===== src/rtl/node_mac_seq.sv =====
// Sequential neuron: one signed multiply-accumulate per cycle over NIN inputs,
// then a floor shift by FRAC, saturation to DW bits and optional ReLU.
module node_mac_seq #(
  parameter int                      DW     = 16,
  parameter int                      NIN    = 15,
  parameter int                      FRAC   = 0,
  parameter logic [NIN*DW-1:0]       W_INIT = '0,
  parameter logic signed [DW-1:0]    BIAS   = '0
) (
  input  logic              clk,
  input  logic              reset,
  input  logic [NIN*DW-1:0] in_vec,
  input  logic              in_valid,
  output logic              in_ready,
  input  logic              act_mode,
  output logic [DW-1:0]     out_data,
  output logic              out_valid,
  input  logic              out_ready,
  output logic              out_sat,
  output logic [1:0]        o_dbg_state
);

  // Handshakes: a transfer happens on any rising edge where valid & ready are
  // both high; valid never depends on ready, and the result holds until taken.

  localparam int AW = 2*DW + $clog2(NIN) + 1;
  localparam int IW = (NIN > 1) ? $clog2(NIN) : 1;
  localparam logic [IW-1:0]        LAST = IW'(NIN-1);
  localparam logic signed [AW-1:0] MAXV = {{(AW-DW+1){1'b0}}, {(DW-1){1'b1}}};
  localparam logic signed [AW-1:0] MINV = {{(AW-DW+1){1'b1}}, {(DW-1){1'b0}}};

  typedef enum logic [1:0] {IDLE = 2'd0, MAC = 2'd1, OUT = 2'd2} state_t;

  state_t                r_state;
  state_t                w_next;
  logic                  r_started;
  logic [NIN*DW-1:0]     r_x;
  logic                  r_act;
  logic [IW-1:0]         r_idx;
  logic signed [AW-1:0]  r_acc;
  logic [DW-1:0]         r_out_data;
  logic                  r_out_sat;

  logic                  w_accept;
  logic                  w_last;
  logic signed [DW-1:0]  w_x;
  logic signed [DW-1:0]  w_w;
  logic signed [2*DW-1:0] w_prod;
  logic signed [AW-1:0]  w_sum;
  logic signed [AW-1:0]  w_shift;
  logic signed [AW-1:0]  w_bias_init;
  logic [DW-1:0]         w_res;
  logic                  w_sat;

  // r_started keeps in_ready low while reset is held and for no longer.
  assign in_ready    = (r_state == IDLE) && r_started;
  assign out_valid   = (r_state == OUT);
  assign out_data    = r_out_data;
  assign out_sat     = r_out_sat;
  assign o_dbg_state = r_state;

  assign w_accept    = in_valid && in_ready;
  assign w_last      = (r_idx == LAST);
  assign w_x         = r_x[r_idx*DW +: DW];
  assign w_w         = W_INIT[r_idx*DW +: DW];
  assign w_prod      = w_x * w_w;
  assign w_sum       = r_acc + {{(AW-2*DW){w_prod[2*DW-1]}}, w_prod};
  assign w_bias_init = $signed({{(AW-DW){BIAS[DW-1]}}, BIAS}) <<< FRAC;
  assign w_shift     = w_sum >>> FRAC;

  always_comb begin
    w_res = w_shift[DW-1:0];
    w_sat = 1'b0;
    if (w_shift > MAXV) begin
      w_res = MAXV[DW-1:0];
      w_sat = 1'b1;
    end else if (w_shift < MINV) begin
      w_res = MINV[DW-1:0];
      w_sat = 1'b1;
    end
    if (!r_act && w_res[DW-1]) w_res = '0;
  end

  always_comb begin
    w_next = r_state;
    case (r_state)
      IDLE:    if (w_accept) w_next = MAC;
      MAC:     if (w_last) w_next = OUT;
      OUT:     if (out_ready) w_next = IDLE;
      default: w_next = IDLE;
    endcase
  end

  always_ff @(posedge clk or negedge reset) begin
    if (!reset) r_state <= IDLE;
    else        r_state <= w_next;
  end

  always_ff @(posedge clk or negedge reset) begin
    if (!reset) begin
      r_started  <= 1'b0;
      r_x        <= '0;
      r_act      <= 1'b0;
      r_idx      <= '0;
      r_acc      <= '0;
      r_out_data <= '0;
      r_out_sat  <= 1'b0;
    end else begin
      r_started <= 1'b1;
      case (r_state)
        IDLE: begin
          if (w_accept) begin
            r_x   <= in_vec;
            r_act <= act_mode;
            r_idx <= '0;
            r_acc <= w_bias_init;
          end
        end
        MAC: begin
          r_acc <= w_sum;
          r_idx <= r_idx + 1'b1;
          if (w_last) begin
            r_idx      <= '0;
            r_out_data <= w_res;
            r_out_sat  <= w_sat;
          end
        end
        default: ;
      endcase
    end
  end

endmodule


===== config.mk =====
export PLATFORM = sky130hd
export DESIGN_NAME = node_mac_seq
export DESIGN_NICKNAME = d
export VERILOG_FILES = /design/src/rtl/node_mac_seq.sv
export SDC_FILE = /design/constraint.sdc
export NUM_CORES = 1
export LEC_CHECK = 0
export CAP_MARGIN = 0
export CORE_AREA = 2 2 103 105
export CTS_CLUSTER_SIZE = 8
export DETAILED_ROUTE_END_ITERATION = 7
export DIE_AREA = 0 0 105 107
export PLACE_DENSITY = 0.73
export RECOVER_POWER = 25
export SLEW_MARGIN = 10
export SYNTH_ARGS = -nofsm -noshare
export SYNTH_HDL_FRONTEND = slang
export SYNTH_SLANG_ARGS = --single-unit

===== constraint.sdc =====
create_clock -name clk -period 1.75 [get_ports clk]
set_input_delay 0.35 -clock clk [delete_from_list [all_inputs] [get_ports clk]]
set_output_delay 0.35 -clock clk [all_outputs]
set_load 0.05 [all_outputs]

# Word level (Yosys, flattened, before mapping)
# Cells that the tools add are included.
# classes
n_addsub	2
mul	1
magnitude_cmp	2
n_eq_ne	6
n_shift	2
n_mux	14
n_reduce_logical	10
# op_table
operator	count
240-bit by 9-bit variable part select with 16-bit output	1
240-bit by 9-bit variable part select with 16-bit output, first input constant	1
37-bit case mux with 2 select lines	1
16-bit two-way mux	3
37-bit adder	1
37-bit by 16-bit > comparator with 1-bit output, second input constant	1
37-bit by 16-bit < comparator with 1-bit output, second input constant	1
37-bit two-way mux	1
16-bit by 16-bit multiplier with 32-bit output	1
4-bit two-way mux	2
4-bit case mux with 2 select lines	1
2-bit two-way mux	3
2-bit case mux with 3 select lines	1
2-bit AND reduction	3
4-bit by 1-bit adder with 4-bit output, second input constant	1
4-bit == test, second input constant	1
2-bit inequality test, second input constant	2
1-bit logical AND	3
3-bit AND reduction	1
2-bit by 1-bit == test with 1-bit output, second input constant	1
2-bit == test, second input constant	1
2-bit logical NOT	1
1-bit two-way mux	2
2-bit by 1-bit inequality test with 1-bit output, second input constant	1
2 further kinds	2
# totals
register_bits	302
input_bits	245
out_inout_bits	21
wordCells	45

# Depth between registers and ports, before layout
# depth
word_depth	8
ltp_mapped	8
depth_no_buf	6

# Least setup slack after synthesis
# Ideal clock, no wire load.
# synth_path
path_kind	flip-flop to output port
startpoint	reg r_state[0], in the netlist o_dbg_state[0]
endpoint	out in_ready
arrival_time_ns	1.818
required_ns	1.400
path_slack_ns	-0.418
path_stages_with_launch	2
n_path_buf	0
cell_sequence	dfrtp_1 > nor3b_1
# synth_via
elab_chain_len	2
# synth_lines
element	line	text
start: declaration	34	state_t r_state;
start signal: assignment	96	else r_state <= w_next;
2-bit logical NOT	56	assign in_ready = (r_state == IDLE) && r_started;
1-bit logical AND	56	
end: declaration	14	output logic in_ready,
# No other way between the ends.

# Worst setup path in the final report
# layout_path
startpoint	reg r_acc[21]
endpoint	reg r_out_data[12], in the netlist out_data[12]
# layout_via
elab_chain_len	6
elab_cells_between_ends	7
classes_between	1 x add/sub; 2 x order compare; 3 x mux; 1 x reduce/logical
# layout_lines
element	line	text
start: declaration	40	logic signed [AW-1:0] r_acc;
start signal: assignment	116	r_acc <= w_bias_init;
start signal: assignment	120	r_acc <= w_sum;
37-bit adder *	67	assign w_sum = r_acc + {{(AW-2*DW){w_prod[2*DW-1]}}, w_prod};
37-bit by 16-bit < comparator with 1-bit output	77	end else if (w_shift < MINV) begin
16-bit two-way mux	77	
16-bit two-way mux *	74	if (w_shift > MAXV) begin
1-bit logical AND	81	if (!r_act && w_res[DW-1]) w_res = '0;
16-bit two-way mux *	81	
end signal: assignment	124	r_out_data <= w_res;
end: declaration	41	logic [DW-1:0] r_out_data;
# Mark *: on every way between the ends. The rest lies on a longest branch, timed or not.
# A chain may end at the register's enable or synchronous reset.

==> metrics <==
part of the power in combinational logic 0.163; FF+latch count, synth slightly above 60; Fin. Hold Viols 0; Post-Syn Instances 178; Worst Setup Start Kind flip-flop; status finished with violations; fin area around 3200 sq um; Hold Crit Class flip-flop to flip-flop; GRT Total Usage 0.09278; cts bufs inserted 9; H-tree depth 3; top post-synthesis cells by area dfrtp_1 66%, nor2b_1 9.9%, a221o_2 4.8%; CP Max Fanout 8; Worst Tran Pin Value ~0.83 ns; clock skew 0.01407 ns; dpl cell area 2870 sq um; TritonCTS clock tree built; WS Path Type flip-flop to flip-flop; part of the power in registers 0.438; Crit. Startpoint r_acc[21]; DP HPWL between 3 and 4 mm; Avg WL per Cell roughly 13 microns; Worst-path clk slew approximately 0.07 ns; Worst Setup Slack, final -0.06059 ns; RSZ-0062 raised after global routing true; Fin Setup TNS -0.5596 ns; initial antenna violation count 0; yosys warns 0; post-synthesis sequential area ratio 0.6610; Overflow after GRT 0; Yosys top cell area share 0.6610; minimum clock period between 1.5 and 2 ns; Sink Count 62; nets 472; die width 105 microns; NetSw roughly 1.0 mW; CORE AREA a little over 10000 sq um; MaxCap Viol Count 0; count of final setup violators 15; vias in the first global route between 1500 and 2000; Worst Path Required between 1.5 and 2 ns; Yosys cell types 29; Synthesized Nets 425; Placer Congestion between 0.7 and 0.8; Slew Limit Fails 0; Max Clock Freq about 550 MHz; Max-slew headroom 0.4492; CTS max path bufs 2; # DRC 0; Crit. End Element flip-flop; Cell Area, Synth approximately 2300 sq um; largest net degree at the start of global routing 63; Switching Share 0.2832; Mapped Avg Cell Area roughly 13 sq um; clock network power share 0.399; Ports around 270; maximum VDD drop 0.3994 mV; final WL 4.883 mm; Area growth, synth to finish 34.91%; vias post-DR roughly 1600; layout cells sized above 1 0.3391; Pint about 2.6 mW; cell type with the largest total area after synthesis dfrtp_1; hold wc startpoint r_idx[3]; Worst Path Arrival around 2 ns; Worst-Skew Late Latency 0.35 ns; Port Buffers 25; Vias/cell about 4.3; failing checks setup timing; Antenna Diode Count 0; wire length of the first global-routing pass a little over 8 mm; pwr/cell area around 1100 nW/um^2; die height 107 microns; Initial Utilization 0.2326; drt first pass iters 4; FP Rows 37; Root Driver clkbuf_8; P_leak between 1.5 and 2 nW; Final Cycle Share 1.035; worst r2r src r_acc[21]; die area around 11000 sq um; initial DRC count about 110; DRT antenna net count 0
[cells in the mapped netlist]
master / instances
a21oi_2: 1
nor4bb_1: 1
inv_1: 3
o21ai_0: 8
nor2_1: 3
a221o_1: 5
o31ai_4: 1
nor3_1: 2
mux2_2: 1
buf_6: 2
nand2_1: 7
and3_1: 2
o31ai_1: 1
nand3_1: 4
ha_1: 2
or4_4: 1
nand4_1: 4
and4_1: 2
nand2b_1: 4
nor4_2: 1
nor3b_1: 1
nor4_1: 3
clkbuf_1: 7
dfrtp_1: 62
a221o_2: 10
conb_1: 1
a311oi_1: 1
or4_1: 1
nor2b_1: 37
[through the flow]
step | power (mW) | hold WS [ns] | util | setup slack (ns) | instances
floorplan | 1.910 | 0.05441 | - | -0.08035 | 178
global placement | 2.156 | 0.3777 | 0.2844 | -0.1302 | 345
detailed placement | 2.177 | 0.3815 | 0.2844 | -0.1082 | 345
CTS | 3.619 | 0.4826 | 0.3143 | -0.05040 | 365
global route | 3.757 | 0.4958 | 0.3138 | -0.09939 | 366
finish | 3.584 | 0.4802 | 0.3138 | -0.06059 | 366
[final timing paths]
| kind | to | slack [ns] | cells after the start |
|---|---|---|---|
| min | r_idx[3] | 0.48 | 1 |
| min in group asynchronous | out_data[10] | 0.74 | 3 |
| max | out_data[12] | -0.06 | 5 |
| max reg2reg | out_data[12] | -0.06 | 5 |
| min reg2reg | r_idx[3] | 0.48 | 1 |
| max in group asynchronous | o_dbg_state[0] | 0.41 | 3 |
[power by group through the flow]
stage | sequential [mW] | combinational, mW | clock (mW)
after floorplan | 1.69 | 0.222 | 0
after global placement | 1.59 | 0.566 | 0
after detailed placement | 1.59 | 0.582 | 0
after CTS | 1.57 | 0.596 | 1.46
after global routing | 1.58 | 0.655 | 1.52
final | 1.57 | 0.585 | 1.43
[cell type report]
class	count	area [sq um]
clock inverter	7	103.9
clock buffer	9	123.9
sequential	62	1553
tap	136	170.2
fill	1035	6925
inverter	3	11.26
multi-input combinational	105	804.5
timing repair buffer	44	400.4
[critical path: stages, from the launching register on]
cell and delay [ns]:
dfrtp_1 0.42, or4_4 0.54, nor4_4 0.16, buf_4 0.17, a21oi_4 0.09, a221o_2 0.31
[cells by family after synthesis]
group	count (synthesis)	share of synthesized area
mux	1	0.004797
buf+inv	12	0.02559
other cells	1	0.001598
compound gates	27	0.1061
fa+ha+maj	2	0.01066
simple gates	73	0.1903
flops	62	0.6610
[metal layers]
metal  global-route usage  wire length, microns  share of wire
met5                    0                     0              0
met4              0.02857                    47         0.0096
met3              0.03891                   207          0.042
met2               0.1405                  2240           0.46
met1               0.1207                  2387           0.49
[state kept, by name (all words and copies together) (netlist names)]
signal,cells
o_dbg_state,2
out_data,16
out_sat,1
r_acc,37
r_act,1
r_idx,4
r_started,1
[cell usage in the layout (no fill, tap or decap), drive strengths merged, types with 6 or more instances in the layout]
cell type / instances
buf: 39
a221o: 15
o21ai: 8
nor2b: 37
nand2: 7
inv: 6
dfrtp: 62
clkbuf: 10
[timing repair]
item	in CTS	in global routing
pin swaps	2	0
hold endpoints to repair	5	0
setup endpoints to repair	16	15
resized for setup	7	0
buffers inserted	2	1
gates cloned	1	0
hold buffers	1	0
Note: power is estimated with default switching activity, not from simulation.
